**src/rtl/mem_byte_bridge_pkg.sv**
```systemverilog
// mem_byte_bridge_pkg: size encodings, FSM states and small decode helpers
// shared by the byte bridge and its CPU-side interface.
package mem_byte_bridge_pkg;

    typedef enum logic [1:0] {
        SIZE_BYTE = 2'b00,
        SIZE_HALF = 2'b01,
        SIZE_WORD = 2'b10,
        SIZE_ILL  = 2'b11
    } size_e;

    typedef enum logic [1:0] {
        ST_IDLE  = 2'd0,
        ST_XFER  = 2'd1,
        ST_DRAIN = 2'd2,
        ST_RESP  = 2'd3
    } state_e;

    // Index of the last byte of a transfer (N-1); illegal sizes never transfer.
    function automatic logic [1:0] last_idx(size_e size);
        case (size)
            SIZE_HALF: return 2'd1;
            SIZE_WORD: return 2'd3;
            default:   return 2'd0;
        endcase
    endfunction

    // Half needs addr[0]==0, word needs addr[1:0]==0; bytes are always aligned.
    function automatic logic is_misaligned(size_e size, logic [1:0] addr_lo);
        case (size)
            SIZE_HALF: return addr_lo[0];
            SIZE_WORD: return addr_lo != 2'b00;
            default:   return 1'b0;
        endcase
    endfunction

endpackage

```
**src/rtl/mem_byte_bridge_if.sv**
```systemverilog
// mem_byte_bridge_if: CPU-side valid/ready request and one-cycle response port.
// The CPU side uses the master modport, the bridge the slave modport.
interface mem_byte_bridge_if #(
    parameter int ADDR_WIDTH = 32
);
    logic                  req_valid;
    logic                  req_ready;
    logic                  req_we;
    logic [1:0]            req_size;
    logic [ADDR_WIDTH-1:0] req_addr;
    logic [31:0]           req_wdata;
    logic                  rsp_valid;
    logic [31:0]           rsp_rdata;
    logic                  rsp_err;

    modport master (
        output req_valid, req_we, req_size, req_addr, req_wdata,
        input  req_ready, rsp_valid, rsp_rdata, rsp_err
    );

    modport slave (
        input  req_valid, req_we, req_size, req_addr, req_wdata,
        output req_ready, rsp_valid, rsp_rdata, rsp_err
    );
endinterface

```
**src/rtl/mem_byte_bridge.sv**
```systemverilog
// mem_byte_bridge: serialises CPU byte/half/word requests into little-endian
// byte accesses on a byte-wide synchronous memory, and decodes an output
// register at and above IO_BASE.
// Build option: define MISALIGN_TRAP_EN to reject misaligned half/word
// requests with rsp_err instead of splitting them across the boundary.
module mem_byte_bridge
    import mem_byte_bridge_pkg::*;
#(
    parameter int                  ADDR_WIDTH = 32,
    // One bit wider than the address so the region can be placed above the
    // address space, which disables it.
    parameter logic [ADDR_WIDTH:0] IO_BASE    = (ADDR_WIDTH+1)'(32'hFFFF0000),
    parameter int                  IO_WIDTH   = 8,
    parameter logic [IO_WIDTH-1:0] IO_RESET   = '0
) (
    input  logic                  clk,
    input  logic                  rst,
    mem_byte_bridge_if.slave      bus,
    output logic [ADDR_WIDTH-1:0] mem_addr,
    output logic [7:0]            mem_wdata,
    output logic                  mem_we,
    input  logic [7:0]            mem_rdata,
    output logic [IO_WIDTH-1:0]   io_out
);

    state_e                state_q, state_d;
    logic [ADDR_WIDTH-1:0] addr_q;
    logic [31:0]           wdata_q;
    logic                  we_q;
    logic [1:0]            last_q;
    logic [1:0]            k_q;
    logic [31:0]           rdata_q;
    logic                  err_q;
    logic [IO_WIDTH-1:0]   io_q;

    size_e req_size;
    logic  illegal, misaligned, err_req, io_hit, accept;

    // Decode the request presented on the bus; only used at the accept edge.
    always_comb begin
        req_size = size_e'(bus.req_size);
        illegal  = (req_size == SIZE_ILL);
`ifdef MISALIGN_TRAP_EN
        misaligned = is_misaligned(req_size, bus.req_addr[1:0]);
`else
        misaligned = 1'b0;
`endif
        err_req = illegal || misaligned;
        io_hit  = ({1'b0, bus.req_addr} >= IO_BASE);
        accept  = bus.req_valid && (state_q == ST_IDLE);
    end

    // State register; reset mid-transfer drops straight back to IDLE.
    always_ff @(posedge clk or negedge rst) begin
        if (!rst) state_q <= ST_IDLE;
        else      state_q <= state_d;
    end

    // Next-state logic: IO and error requests skip the memory phases.
    always_comb begin
        // NOTE: every combinational output gets a default first so no path
        // through the case statement can leave it unassigned (no latch).
        state_d = state_q;
        case (state_q)
            ST_IDLE: begin
                if (accept) state_d = (err_req || io_hit) ? ST_RESP : ST_XFER;
            end
            ST_XFER: begin
                if (k_q == last_q) state_d = we_q ? ST_RESP : ST_DRAIN;
            end
            ST_DRAIN: state_d = ST_RESP;
            ST_RESP:  state_d = ST_IDLE;
            default:  state_d = ST_IDLE;
        endcase
    end

    // Memory port and response outputs decoded from the current state.
    always_comb begin
        mem_addr  = '0;
        mem_wdata = '0;
        mem_we    = 1'b0;
        if (state_q == ST_XFER) begin
            mem_addr = addr_q + ADDR_WIDTH'(k_q);
            mem_we   = we_q;
            if (we_q) mem_wdata = wdata_q[{k_q, 3'b000} +: 8];
        end
    end

    assign bus.req_ready = (state_q == ST_IDLE);
    assign bus.rsp_valid = (state_q == ST_RESP);
    assign bus.rsp_rdata = (state_q == ST_RESP) ? rdata_q : 32'd0;
    assign bus.rsp_err   = (state_q == ST_RESP) && err_q;
    assign io_out        = io_q;

    // Request latch, byte counter, read assembly and the output register.
    always_ff @(posedge clk or negedge rst) begin
        if (!rst) begin
            addr_q  <= '0;
            wdata_q <= '0;
            we_q    <= 1'b0;
            last_q  <= '0;
            k_q     <= '0;
            rdata_q <= '0;
            err_q   <= 1'b0;
            io_q    <= IO_RESET;
        end else begin
            // NOTE: non-blocking assignments so every register here samples
            // the pre-edge values, independent of statement order.
            if (accept) begin
                addr_q  <= bus.req_addr;
                wdata_q <= bus.req_wdata;
                we_q    <= bus.req_we;
                last_q  <= last_idx(req_size);
                k_q     <= '0;
                err_q   <= err_req;
                rdata_q <= (io_hit && !err_req && !bus.req_we) ? 32'(io_q) : 32'd0;
                if (io_hit && !err_req && bus.req_we)
                    io_q <= bus.req_wdata[IO_WIDTH-1:0];
            end
            if (state_q == ST_XFER) begin
                k_q <= k_q + 2'd1;
                // Memory data lags the address by one cycle: byte k-1 arrives now.
                if (!we_q && (k_q != 2'd0))
                    rdata_q[{k_q - 2'd1, 3'b000} +: 8] <= mem_rdata;
            end
            if (state_q == ST_DRAIN)
                rdata_q[{last_q, 3'b000} +: 8] <= mem_rdata;
        end
    end

endmodule

```
**src/flat_wrapper.sv**
```systemverilog
// flat-port wrapper written by rule: the top's interface ports become plain ports
module mem_byte_bridge_flat import mem_byte_bridge_pkg::*;
#(
    parameter int                  ADDR_WIDTH = 32,
                                                                           
                                        
    parameter logic [ADDR_WIDTH:0] IO_BASE    = (ADDR_WIDTH+1)'(32'hFFFF0000),
    parameter int                  IO_WIDTH   = 8,
    parameter logic [IO_WIDTH-1:0] IO_RESET   = '0
)
  (clk, rst, mem_addr, mem_wdata, mem_we, mem_rdata, io_out, bus_req_valid, bus_req_we, bus_req_size, bus_req_addr, bus_req_wdata, bus_req_ready, bus_rsp_valid, bus_rsp_rdata, bus_rsp_err);
  mem_byte_bridge_if #(.ADDR_WIDTH(ADDR_WIDTH)) bus_i ();
  input  logic clk;
  input  logic rst;
  output logic [ADDR_WIDTH-1:0] mem_addr;
  output logic [7:0] mem_wdata;
  output logic mem_we;
  input  logic [7:0] mem_rdata;
  output logic [IO_WIDTH-1:0] io_out;
  input wire logic [$bits(bus_i.req_valid)-1:0] bus_req_valid;
  input wire logic [$bits(bus_i.req_we)-1:0] bus_req_we;
  input wire logic [$bits(bus_i.req_size)-1:0] bus_req_size;
  input wire logic [$bits(bus_i.req_addr)-1:0] bus_req_addr;
  input wire logic [$bits(bus_i.req_wdata)-1:0] bus_req_wdata;
  output wire logic [$bits(bus_i.req_ready)-1:0] bus_req_ready;
  output wire logic [$bits(bus_i.rsp_valid)-1:0] bus_rsp_valid;
  output wire logic [$bits(bus_i.rsp_rdata)-1:0] bus_rsp_rdata;
  output wire logic [$bits(bus_i.rsp_err)-1:0] bus_rsp_err;
  assign bus_i.req_valid = bus_req_valid;
  assign bus_i.req_we = bus_req_we;
  assign bus_i.req_size = bus_req_size;
  assign bus_i.req_addr = bus_req_addr;
  assign bus_i.req_wdata = bus_req_wdata;
  assign bus_req_ready = bus_i.req_ready;
  assign bus_rsp_valid = bus_i.rsp_valid;
  assign bus_rsp_rdata = bus_i.rsp_rdata;
  assign bus_rsp_err = bus_i.rsp_err;
  mem_byte_bridge #(.ADDR_WIDTH(ADDR_WIDTH), .IO_BASE(IO_BASE), .IO_WIDTH(IO_WIDTH), .IO_RESET(IO_RESET)) u_core (.clk(clk), .rst(rst), .bus(bus_i), .mem_addr(mem_addr), .mem_wdata(mem_wdata), .mem_we(mem_we), .mem_rdata(mem_rdata), .io_out(io_out));
endmodule
```
**config.mk**
```make
export PLATFORM = sky130hd
export DESIGN_NAME = mem_byte_bridge_flat
export DESIGN_NICKNAME = d
export VERILOG_FILES = /design/src/rtl/mem_byte_bridge_pkg.sv /design/src/rtl/mem_byte_bridge_if.sv /design/src/rtl/mem_byte_bridge.sv /design/src/flat_wrapper.sv
export SDC_FILE = /design/constraint.sdc
export NUM_CORES = 1
export LEC_CHECK = 0
export ABC_AREA = 0
export CAP_MARGIN = 20
export CORE_MARGIN = 5
export CORE_UTILIZATION = 45
export CTS_CLUSTER_DIAMETER = 30
export DETAILED_ROUTE_END_ITERATION = 12
export PLACE_DENSITY_LB_ADDON = 0.15
export SLEW_MARGIN = 0
export SYNTH_ARGS = -nofsm -noshare
export SYNTH_HDL_FRONTEND = slang
export SYNTH_SLANG_ARGS = --single-unit
```
**constraint.sdc**
```tcl
create_clock -name clk -period 8 [get_ports clk]
set_input_delay 2.4 -clock clk [delete_from_list [all_inputs] [get_ports clk]]
set_output_delay 2.4 -clock clk [all_outputs]
set_load 0.02 [all_outputs]
```
==> flow_summary.rst, run 1 <==
.. list-table::
   :header-rows: 1

   * - Metric
     - Value
   * - Ratio of routed vias to standard cells
     - between 5 and 6
   * - Post-synth EDFFs
     - 0
   * - Highest attainable clock frequency
     - about 170 MHz
   * - Transition time at the pin with the least slew margin
     - 0.878 ns
   * - Cell total after placement
     - between 800 and 900
   * - Critical Setup Path Class
     - reg -> out
   * - Detailed-route via count
     - a little over 5,000
   * - Die Footprint
     - 16,300 um^2
   * - Total number of H-tree levels
     - 3
   * - Delay-heaviest family, CP
     - simple AND/OR/NAND/NOR gates
   * - Required arrival time at the worst endpoint
     - around 5.6 ns
   * - Diode count
     - 0
   * - GRT Residual Overflow
     - 0
   * - Height of the chip
     - around 130 um
   * - RSZ-0062 raised after global routing
     - no
   * - TritonCTS clock tree
     - yes
   * - Buffer depth of the longest clock path
     - 2
   * - GRT Overall Usage
     - 0.202
   * - Boundary pin count
     - 162
   * - Mapped Area
     - 6240 um^2
   * - Die extent in x
     - ~130 um
   * - Area share of the largest cell type after synthesis
     - 0.449
   * - Cell type contributing the most total cell area after synthesis
     - sky130_fd_sc_hd__dfrtp_1
   * - Worst slack after detailed placement
     - 2.37 ns
   * - Cell Count, Final, Fillers Out
     - around 900
   * - Highest-delay cell along the critical path
     - sky130_fd_sc_hd__dfrtp_1
   * - CP Cell Sequence
     - fa_1 > nand3_1 > or4_1 > or4_1 > a21oi_1 > clkdlybuf4s50_1
   * - Net count after synthesis
     - 670
   * - Vias in the first global route
     - around 5,200
   * - Leading cell types by count after synthesis
     - 112 x sky130_fd_sc_hd__dfrtp_1, 75 x sky130_fd_sc_hd__mux2_2, 44 x sky130_fd_sc_hd__and2_1
   * - Most instantiated flip-flop cell in the synthesis netlist
     - sky130_fd_sc_hd__dfrtp_1
   * - Wire length of the first global-routing pass
     - between 20,000 and 30,000 um
   * - Max_slew headroom
     - 0.415
   * - Total negative slack for setup checks
     - 0 ns
   * - Critical path fanouts, max
     - 15
   * - Number of synthesized register bits
     - between 100 and 150
   * - Util after Layout
     - 0.606
   * - Slew Limit Fails
     - 0
   * - Most frequent cell after synthesis
     - sky130_fd_sc_hd__dfrtp_1
   * - Type of the most critical hold path
     - reg -> reg
   * - Synthesized area per cell
     - approximately 11 um^2
   * - WP data arrival
     - roughly 3.6 ns
   * - Synth Warn #
     - 0
   * - Final worst-path setup slack
     - roughly 2.0 ns
   * - Post-CTS Resized
     - 0
   * - Wirelength, routed
     - roughly 16,000 um
   * - Hold bufs inserted after CTS
     - 0
   * - Layout-stage area growth over the synthesis result
     - 33.1%
   * - Starting utilization of the core area
     - 0.455
   * - Crit path launch type
     - flop
   * - Number of setup violations in the final report
     - 0
   * - Clk root buf
     - sky130_fd_sc_hd__clkbuf_16
   * - Number of cells produced by synthesis
     - 572
   * - Endpoint type of the worst setup path
     - primary output
   * - DP Wirelength
     - approximately 12,000 um
   * - CORE AREA
     - 13,700 um^2
   * - Sequential element share of the synthesized area
     - 0.449
   * - Post-synthesis async set-or-reset flop share
     - 1.00
   * - Fraction of the cycle the final worst path needs
     - 0.749
   * - Total power of the final layout
     - 2.78 mW
   * - Antenna violations before repair
     - 0
   * - Final-stage net count
     - between 800 and 900
   * - Count of final hold-check violations
     - 0
   * - Setup skew after layout
     - between 0.005 and 0.006 ns
   * - Maximum number of pins on one net before global-route repair
     - a little over 90
   * - Share of final-layout standard cells stronger than drive strength 1
     - 0.162
   * - Number of distinct standard cells referenced by the synthesized netlist
     - 45
   * - Cell type with the highest occurrence count on the critical path
     - sky130_fd_sc_hd__or4_1
   * - Clock-pin slew on the worst setup and hold paths
     - 0.07 ns
   * - Peak supply drop
     - 201 uV
   * - Largest incremental delay on the critical path
     - about 0.79 ns
   * - Wirelength per Cell
     - approximately 18 um
   * - Total number of placement rows
     - 43
   * - Global placement routability congestion
     - between 0.8 and 0.9
   * - 1st-iter DRT viols
     - 347
   * - Antenna Nets Post-Route
     - 0
   * - Number of buffers and inverters on the critical path
     - 1
   * - Leak Pwr
     - approximately 3.4 nW
   * - DR pass1 iterations
     - 4
   * - Result of the run
     - complete, no violations
   * - Min Tclk post-route
     - 5.99 ns
   * - Number of buffers added on ports
     - approximately 160
   * - CTS Buf Count
     - 9
   * - Number of remaining DRC errors
     - 0
   * - Clock latency on the worst-skew pair
     - between 0.3 and 0.4 ns
   * - CTS Sinks
     - about 110
   * - Ratio of total power to cell area
     - roughly 330 nW/um^2
   * - Post-CTS Setup Bufs
     - 0
   * - Most area-consuming cells after synthesis
     - sky130_fd_sc_hd__dfrtp_1 45%, sky130_fd_sc_hd__mux2_2 14%, sky130_fd_sc_hd__and2_1 4.4%, sky130_fd_sc_hd__ha_1 3.8%, sky130_fd_sc_hd__a22o_1 3.4%
   * - Max-cap viol count
     - 0
==> stage by stage <==
step | hold slack, ns | cell area (um^2)
finish | 0.502 | 8310
global route | 0.509 | 8310
CTS | 0.505 | 8280
detailed placement | 0.485 | 7990
global placement | 0.481 | 7990
floorplan | 0.465 | 6240
==> state kept, by name, indices dropped and copies added (netlist names) <==
signal	flops
u_core.io_out	8
u_core.rdata_q	32
u_core.last_q	2
u_core.wdata_q	32
u_core.we_q	1
u_core.state_q	2
u_core.addr_q	32
u_core.k_q	2
u_core.err_q	1
==> placed cells by master (no fill, tap or decap), types with 7 or more instances in the layout <==
cell | netlist | routed
sky130_fd_sc_hd__a21oi_1 | 27 | 27
sky130_fd_sc_hd__a22o_1 | 24 | 24
sky130_fd_sc_hd__and2_1 | 44 | 44
sky130_fd_sc_hd__and3_1 | 11 | 11
sky130_fd_sc_hd__clkbuf_16 | 0 | 9
sky130_fd_sc_hd__clkdlybuf4s50_1 | 0 | 160
sky130_fd_sc_hd__dfrtp_1 | 112 | 112
sky130_fd_sc_hd__ha_1 | 19 | 19
sky130_fd_sc_hd__inv_1 | 23 | 23
sky130_fd_sc_hd__mux2_2 | 75 | 75
sky130_fd_sc_hd__mux4_2 | 8 | 8
sky130_fd_sc_hd__nand2_1 | 23 | 22
sky130_fd_sc_hd__nand2b_1 | 7 | 7
sky130_fd_sc_hd__nand3_1 | 21 | 21
sky130_fd_sc_hd__nand4_1 | 18 | 18
sky130_fd_sc_hd__nor2_1 | 12 | 12
sky130_fd_sc_hd__o21ai_0 | 23 | 23
sky130_fd_sc_hd__o221a_2 | 8 | 8
sky130_fd_sc_hd__o31ai_1 | 11 | 11
sky130_fd_sc_hd__or4_1 | 12 | 12
sky130_fd_sc_hd__xnor2_1 | 7 | 7
==> layer usage <==
metal  wire, um  track usage  vias to the layer above
met2       8090        0.336                      160
met1       7180        0.267                     2559
met4        187       0.0412                        0
met3        988       0.0521                       12
met5          0            0                        -
li1           -            -                     2403
==> area by class of cell <==
class	count	area [um^2]
Fill cell	1172	5410
Multi-Input combinational cell	403	3220
Sequential cell	112	2800
Timing Repair Buffer	167	1670
Clock buffer	12	256
Tap cell	180	225
Inverter	24	90.1
Clock inverter	4	37.5
==> kinds of logic after synthesis <==
logic type	synth area share
buffers and inverters	0.0357
AO/OA/AOI/OAI	0.117
flip-flops	0.449
AND/OR/NAND/NOR	0.170
adder cells (fa/ha/maj)	0.0413
multiplexers	0.169
XOR/XNOR	0.0182
==> worst register-to-register path, delay by kind of cell (launching register included) <==
kind                       cells  cell delay (ns)
AOI/OAI and AO/OA              2             0.84
and+or+nand+nor                2             0.77
DFF                            1             0.79
buffers and inverters          1             0.21
adders and majority gates      1             0.26
==> report_power, final <==
group	switching, mW	internal (mW)	total, mW	leakage, nW
combinational	0.639	0.665	1.30	1.86
clock	0.209	0.233	0.441	0.145
sequential	0.230	0.806	1.04	1.41
total	1.08	1.70	2.78	3.41
==> final timing paths <==
check / start / end / slack [ns] / cells past startpoint
max: u_core.k_q[1]$_DFFE_PN0P_ / mem_addr[26] / 2.01 / 6
min: u_core.rdata_q[28]$_DFF_PN0_ / u_core.rdata_q[28]$_DFF_PN0_ / 0.50 / 1
max reg2reg: u_core.k_q[1]$_DFFE_PN0P_ / u_core.rdata_q[9]$_DFF_PN0_ / 5.08 / 6
min reg2reg: u_core.rdata_q[28]$_DFF_PN0_ / u_core.rdata_q[28]$_DFF_PN0_ / 0.50 / 1
max in group asynchronous: rst / u_core.rdata_q[18]$_DFF_PN0_ / 4.67 / 2
min in group asynchronous: rst / u_core.addr_q[7]$_DFFE_PN0P_ / 2.05 / 1
Power figures use the tool's default switching activity.
==> run 2: changes to the inputs <==
==> constraint.sdc (replaced) <==
create_clock -name clk -period 5.2 [get_ports clk]
set_input_delay 1.56 -clock clk [delete_from_list [all_inputs] [get_ports clk]]
set_output_delay 1.56 -clock clk [all_outputs]
set_load 0.02 [all_outputs]
==> flow_summary.rst, run 2 (synthesis results as in run 1) <==
.. list-table::
   :header-rows: 1

   * - Metric
     - Value
   * - Maximum number of pins on one net before global-route repair
     - 80
   * - Total power of the final layout
     - between 4 and 5 mW
   * - Type of the most critical hold path
     - reg -> reg
   * - GRT Residual Overflow
     - 0
   * - RSZ-0062 raised after global routing
     - no
   * - Post-CTS Setup Bufs
     - 0
   * - Global placement routability congestion
     - approximately 0.84
   * - Hold bufs inserted after CTS
     - 0
   * - Number of buffers added on ports
     - 161
   * - Detailed-route via count
     - roughly 5,100
   * - Cell type with the highest occurrence count on the critical path
     - sky130_fd_sc_hd__or4_1
   * - Total negative slack for setup checks
     - 0 ns
   * - Clock latency on the worst-skew pair
     - around 0.36 ns
   * - Largest incremental delay on the critical path
     - between 0.6 and 0.7 ns
   * - Highest attainable clock frequency
     - about 210 MHz
   * - Required arrival time at the worst endpoint
     - 3.64 ns
   * - Number of remaining DRC errors
     - 0
   * - Clock-pin slew on the worst setup and hold paths
     - 0.08 ns
   * - Cell total after placement
     - 888
   * - Boundary pin count
     - 162
   * - Highest-count cells in the layout ignoring fill and taps
     - 160 x sky130_fd_sc_hd__clkdlybuf4s50_1, 112 x sky130_fd_sc_hd__dfrtp_1, 75 x sky130_fd_sc_hd__mux2_2, 44 x sky130_fd_sc_hd__and2_1, 27 x sky130_fd_sc_hd__a21oi_1
   * - Cell Count, Final, Fillers Out
     - 905
   * - Critical Setup Path Class
     - reg -> out
   * - 1st-iter DRT viols
     - about 220
   * - Height of the chip
     - 128 um
   * - WP data arrival
     - around 3.2 ns
   * - Leak Pwr
     - roughly 3.4 nW
   * - Worst slack after detailed placement
     - around 0.79 ns
   * - Result of the run
     - complete, no violations
   * - Diode count
     - 0
   * - Number of setup violations in the final report
     - 0
   * - Starting utilization of the core area
     - 0.455
   * - Wirelength, routed
     - roughly 17,000 um
   * - Antenna Nets Post-Route
     - 0
   * - DR pass1 iterations
     - 5
   * - Post-CTS Resized
     - 0
   * - Vias in the first global route
     - between 5,000 and 6,000
   * - Final-stage net count
     - between 800 and 900
   * - Number of buffers and inverters on the critical path
     - 1
   * - Wire length of the first global-routing pass
     - about 27,000 um
   * - Die Footprint
     - approximately 16,000 um^2
   * - Delay-heaviest family, CP
     - simple AND/OR/NAND/NOR gates
   * - Ratio of routed vias to standard cells
     - 5.65
   * - Critical path fanouts, max
     - 8
   * - Count of final hold-check violations
     - 0
   * - Most common cell after layout, fill and taps aside
     - sky130_fd_sc_hd__clkdlybuf4s50_1
   * - Highest-delay cell along the critical path
     - sky130_fd_sc_hd__or4_1
   * - Regs by FF count
     - u_core.addr_q: 32 flops, u_core.rdata_q: 32 flops, u_core.wdata_q: 32 flops
   * - Setup skew after layout
     - 0.0108 ns
   * - Worst reg-to-reg setup slack
     - about 2.5 ns
   * - CP Cell Sequence
     - ha_1 > fa_1 > nand3_1 > or4_1 > or4_1 > a21oi_1 > clkdlybuf4s50_1
   * - Worst hold slack after final layout
     - around 0.5 ns
   * - CTS Buf Count
     - 9
   * - Fraction of the cycle the final worst path needs
     - 0.920
   * - Layout-stage area growth over the synthesis result
     - 34.2%
   * - DP Wirelength
     - between 10,000 and 15,000 um
   * - GRT Overall Usage
     - 0.209
   * - Antenna violations before repair
     - 0
   * - Final worst-path setup slack
     - 0.416 ns
   * - Crit path launch type
     - flop
   * - Peak supply drop
     - between 300 and 400 uV
   * - Endpoint type of the worst setup path
     - primary output
   * - Min Tclk post-route
     - approximately 4.8 ns
   * - CTS Sinks
     - around 110
   * - Buffer depth of the longest clock path
     - 2
   * - Slew Limit Fails
     - 0
   * - Transition time at the pin with the least slew margin
     - around 0.95 ns
   * - Total number of H-tree levels
     - 3
   * - Clk root buf
     - sky130_fd_sc_hd__clkbuf_16
   * - Die extent in x
     - approximately 130 um
   * - Share of final-layout standard cells stronger than drive strength 1
     - 0.167
   * - CORE AREA
     - 13,700 um^2
   * - Ratio of total power to cell area
     - around 520 nW/um^2
   * - Total number of placement rows
     - 43
   * - Max_slew headroom
     - 0.370
   * - TritonCTS clock tree
     - yes
   * - Wirelength per Cell
     - 18.5 um
   * - Max-cap viol count
     - 0
==> run 2: changes by cell type in the layout (fill, tap and decap cells not counted), sizes merged <==
cell      before  now
clkbuf        12    9
inv           24   26
buf            7   10
bufinv         0    2
clkinvlp       0    1
clkinv         4    2
==> run 2: worst register-to-register path, cell delays in order, from the launching register on <==
cell	delay, ns
sky130_fd_sc_hd__dfrtp_1	0.42
sky130_fd_sc_hd__inv_1	0.11
sky130_fd_sc_hd__ha_1	0.35
sky130_fd_sc_hd__buf_4	0.24
sky130_fd_sc_hd__nor3b_1	0.61
sky130_fd_sc_hd__nand2_1	0.12
sky130_fd_sc_hd__o22ai_1	0.55
sky130_fd_sc_hd__a22o_1	0.24
==> run 2: cell type report <==
cell class,count,area (um^2)
Timing Repair Buffer,170,1700
Tap cell,180,225
Sequential cell,112,2800
Inverter,24,90.1
Multi-Input combinational cell,403,3220
Clock buffer,9,225
Clock inverter,7,113
Fill cell,1195,5340
==> run 2: worst paths after layout <==
check,from,endpoint,cells past startpoint
max,u_core.k_q[0]$_DFFE_PN0P_,mem_addr[26],7
min,u_core.rdata_q[21]$_DFF_PN0_,u_core.rdata_q[21]$_DFF_PN0_,1
max reg2reg,u_core.state_q[1]$_DFFE_PN0P_,u_core.rdata_q[10]$_DFF_PN0_,7
min reg2reg,u_core.rdata_q[21]$_DFF_PN0_,u_core.rdata_q[21]$_DFF_PN0_,1
max in group asynchronous,rst,u_core.wdata_q[7]$_DFFE_PN0P_,3
min in group asynchronous,rst,u_core.addr_q[6]$_DFFE_PN0P_,1
==> run 2: metrics by stage <==
stage,instance area [um^2],util
finish,8380,0.611
global route,8380,0.611
CTS,8350,0.609
detailed placement,8010,0.584
global placement,8010,0.584
floorplan,6240,-
==> run 2: layer usage <==
metal / part of all wire / track usage
met2: 0.49 / 0.344
met5: 0 / 0
met3: 0.070 / 0.0671
met4: 0.012 / 0.0424
met1: 0.42 / 0.271
==> run 2: report_power, final <==
part,switching [mW],internal [mW],leakage (nW),total [mW]
Clock,0.342,0.434,0.161,0.776
Combinational,1.02,1.03,1.87,2.05
Sequential,0.324,1.24,1.41,1.56
Total,1.68,2.70,3.44,4.38
==> run 3: changes to the inputs <==
--- a/config.mk
+++ b/config.mk
@@ -11,7 +11,9 @@
 export CORE_UTILIZATION = 45
 export CTS_CLUSTER_DIAMETER = 30
 export DETAILED_ROUTE_END_ITERATION = 12
+export GPL_TIMING_DRIVEN = 0
 export PLACE_DENSITY_LB_ADDON = 0.15
+export RECOVER_POWER = 25
 export SLEW_MARGIN = 0
 export SYNTH_ARGS = -nofsm -noshare
 export SYNTH_HDL_FRONTEND = slang
==> flow_summary.rst, run 3 (synthesis results as in run 1) <==
.. list-table::
   :header-rows: 1

   * - Metric
     - Value
   * - Worst slack after detailed placement
     - 0.537 ns
   * - Ratio of routed vias to standard cells
     - approximately 5.7
   * - Critical Setup Path Class
     - reg -> out
   * - Post-CTS Setup Bufs
     - 0
   * - TritonCTS clock tree
     - yes
   * - Type of the most critical hold path
     - reg -> reg
   * - Leak Pwr
     - 3.44 nW
   * - Cell Count, Final, Fillers Out
     - approximately 930
   * - GRT Residual Overflow
     - 0
   * - Storage cell area
     - roughly 2800 um^2
   * - CTS Sinks
     - ~110
   * - Total number of placement rows
     - 43
   * - RSZ-0062 raised after global routing
     - no
   * - 1st-iter DRT viols
     - 329
   * - Most common cell after layout, fill and taps aside
     - sky130_fd_sc_hd__clkdlybuf4s50_1
   * - Wirelength, routed
     - about 17,000 um
   * - Starting utilization of the core area
     - 0.455
   * - Setup skew after layout
     - 0.00768 ns
   * - Ratio of total power to cell area
     - ~520 nW/um^2
   * - Regs by FF count
     - u_core.addr_q: 32 flops, u_core.rdata_q: 32 flops, u_core.wdata_q: 32 flops
   * - Required arrival time at the worst endpoint
     - between 3 and 4 ns
   * - Cell type with the highest occurrence count on the critical path
     - sky130_fd_sc_hd__or4_1
   * - DR pass1 iterations
     - 5
   * - Die Footprint
     - approximately 16,000 um^2
   * - Detailed-route via count
     - between 5,000 and 6,000
   * - Final-layout fill cell count
     - 1,183
   * - Clock-pin slew on the worst setup and hold paths
     - 0.07 ns
   * - Highest attainable clock frequency
     - around 200 MHz
   * - Antenna Nets Post-Route
     - 0
   * - Highest-count cells in the layout ignoring fill and taps
     - 160 x sky130_fd_sc_hd__clkdlybuf4s50_1, 112 x sky130_fd_sc_hd__dfrtp_1, 75 x sky130_fd_sc_hd__mux2_2, 44 x sky130_fd_sc_hd__and2_1
   * - Fraction of the cycle the final worst path needs
     - 0.954
   * - Wirelength per Cell
     - around 19 um
   * - Layout-stage area growth over the synthesis result
     - 35.0%
   * - Cell total after placement
     - 916
   * - Count of final hold-check violations
     - 0
   * - GRT Overall Usage
     - 0.212
   * - Max-cap viol count
     - 1
   * - Area of combinational cells with multiple inputs
     - roughly 3200 um^2
   * - Min Tclk post-route
     - just under 5 ns
   * - Maximum number of pins on one net before global-route repair
     - 62
   * - Highest-delay cell along the critical path
     - sky130_fd_sc_hd__clkdlybuf4s50_1
   * - CP Cell Sequence
     - ha_1 > fa_1 > nand3_1 > or4_1 > clkbuf_1 > or4_1 > a21oi_1 > clkdlybuf4s50_1
   * - Critical path fanouts, max
     - 8
   * - Peak supply drop
     - 229 uV
   * - WP data arrival
     - between 3 and 4 ns
   * - Endpoint type of the worst setup path
     - primary output
   * - Number of remaining DRC errors
     - 0
   * - Height of the chip
     - approximately 130 um
   * - Number of buffers added on ports
     - between 150 and 200
   * - Antenna violations before repair
     - 0
   * - Crit path launch type
     - flop
   * - Largest incremental delay on the critical path
     - approximately 0.63 ns
   * - Result of the run
     - complete, but fails checks
   * - Final worst-path setup slack
     - around 0.24 ns
   * - CTS Buf Count
     - 9
   * - Clk root buf
     - sky130_fd_sc_hd__clkbuf_16
   * - Global placement routability congestion
     - between 0.8 and 0.9
   * - Transition time at the pin with the least slew margin
     - around 3.0 ns
   * - Slew Limit Fails
     - 52
   * - DP Wirelength
     - 13,300 um
   * - Boundary pin count
     - ~160
   * - Worst reg-to-reg setup slack
     - 1.70 ns
   * - Vias in the first global route
     - between 5,000 and 6,000
   * - Total number of H-tree levels
     - 3
   * - Die extent in x
     - approximately 130 um
   * - Diode count
     - 0
   * - Wire length of the first global-routing pass
     - between 20,000 and 30,000 um
   * - Number of setup violations in the final report
     - 0
   * - CORE AREA
     - ~14,000 um^2
   * - Share of final-layout standard cells stronger than drive strength 1
     - 0.154
   * - Violated checks
     - capacitance limit, slew limit
   * - Buffer depth of the longest clock path
     - 2
   * - Clock latency on the worst-skew pair
     - between 0.3 and 0.4 ns
   * - Final-stage net count
     - between 800 and 900
   * - Max_slew headroom
     - -0.972
run 3: cell types whose count changed in the layout (fill, tap and decap cells not counted), moves of 2 or more:
cell / before / now
sky130_fd_sc_hd__buf_1: 0 / 4
sky130_fd_sc_hd__buf_4: 9 / 0
sky130_fd_sc_hd__clkbuf_1: 0 / 27
sky130_fd_sc_hd__clkbuf_8: 0 / 2
sky130_fd_sc_hd__clkinv_2: 0 / 3
sky130_fd_sc_hd__buf_2: 0 / 2
run 3: path summary, 6_finish.rpt:
path | start | to | depth (start not counted)
max in group asynchronous | rst | u_core.rdata_q[4]$_DFF_PN0_ | 1
min in group asynchronous | rst | u_core.addr_q[7]$_DFFE_PN0P_ | 1
setup / recovery | u_core.k_q[0]$_DFFE_PN0P_ | mem_addr[26] | 8
hold reg to reg | u_core.rdata_q[11]$_DFF_PN0_ | u_core.rdata_q[11]$_DFF_PN0_ | 1
hold / removal | u_core.rdata_q[11]$_DFF_PN0_ | u_core.rdata_q[11]$_DFF_PN0_ | 1
setup reg to reg | u_core.k_q[0]$_DFFE_PN0P_ | u_core.rdata_q[12]$_DFF_PN0_ | 8
run 3: worst max-delay path: cells and delay by family, from the launching register on:
kind,cells,cell delay [ns]
adders and majority gates,2,0.47
and+or+nand+nor,3,1.16
AOI/OAI and AO/OA,1,0.18
DFF,1,0.42
buffers and inverters,2,0.83
run 3: repair_timing:
action | in CTS | in global routing
gates resized for setup | 0 | 2
setup endpoints to repair | 0 | 4
hold buffers | 0 | 0
run 3: final cells by class:
type / count / share of cell area
clock buffer: 11 / 0.0300
inverter: 24 / 0.0107
buffer: 33 / 0.0159
clock inverter: 5 / 0.00639
multi-input combinational: 403 / 0.382
timing repair buffer: 164 / 0.196
sequential: 112 / 0.333
tap: 180 / 0.0267
run 3: layer usage:
layer	vias up	routed length, um	global-route usage
met2	170	8410	0.350
met1	2641	7410	0.282
met3	19	1240	0.0533
met5	-	0	0
li1	2465	-	-
met4	0	214	0.0506
run 3: per-stage QoR:
stage | hold WS, ns | area [um^2] | utilization | power (mW) | setup TNS, ns
6_report | 0.501 | 8420 | 0.614 | 4.36 | 0
5_1_grt | 0.517 | 8420 | 0.614 | 4.65 | 0
4_1_cts | 0.504 | 8430 | 0.614 | 4.38 | 0
3_5_place_dp | 0.484 | 8120 | 0.592 | 3.66 | 0
3_3_place_gp | 0.482 | 8080 | 0.589 | 3.58 | -193.51
2_1_floorplan | 0.465 | 6240 | - | 2.87 | 0
run 3: power breakdown:
group          switching, mW  internal, mW
sequential             0.347          1.24
combinational           1.03          1.03
clock                  0.307         0.399
total                   1.69          2.67
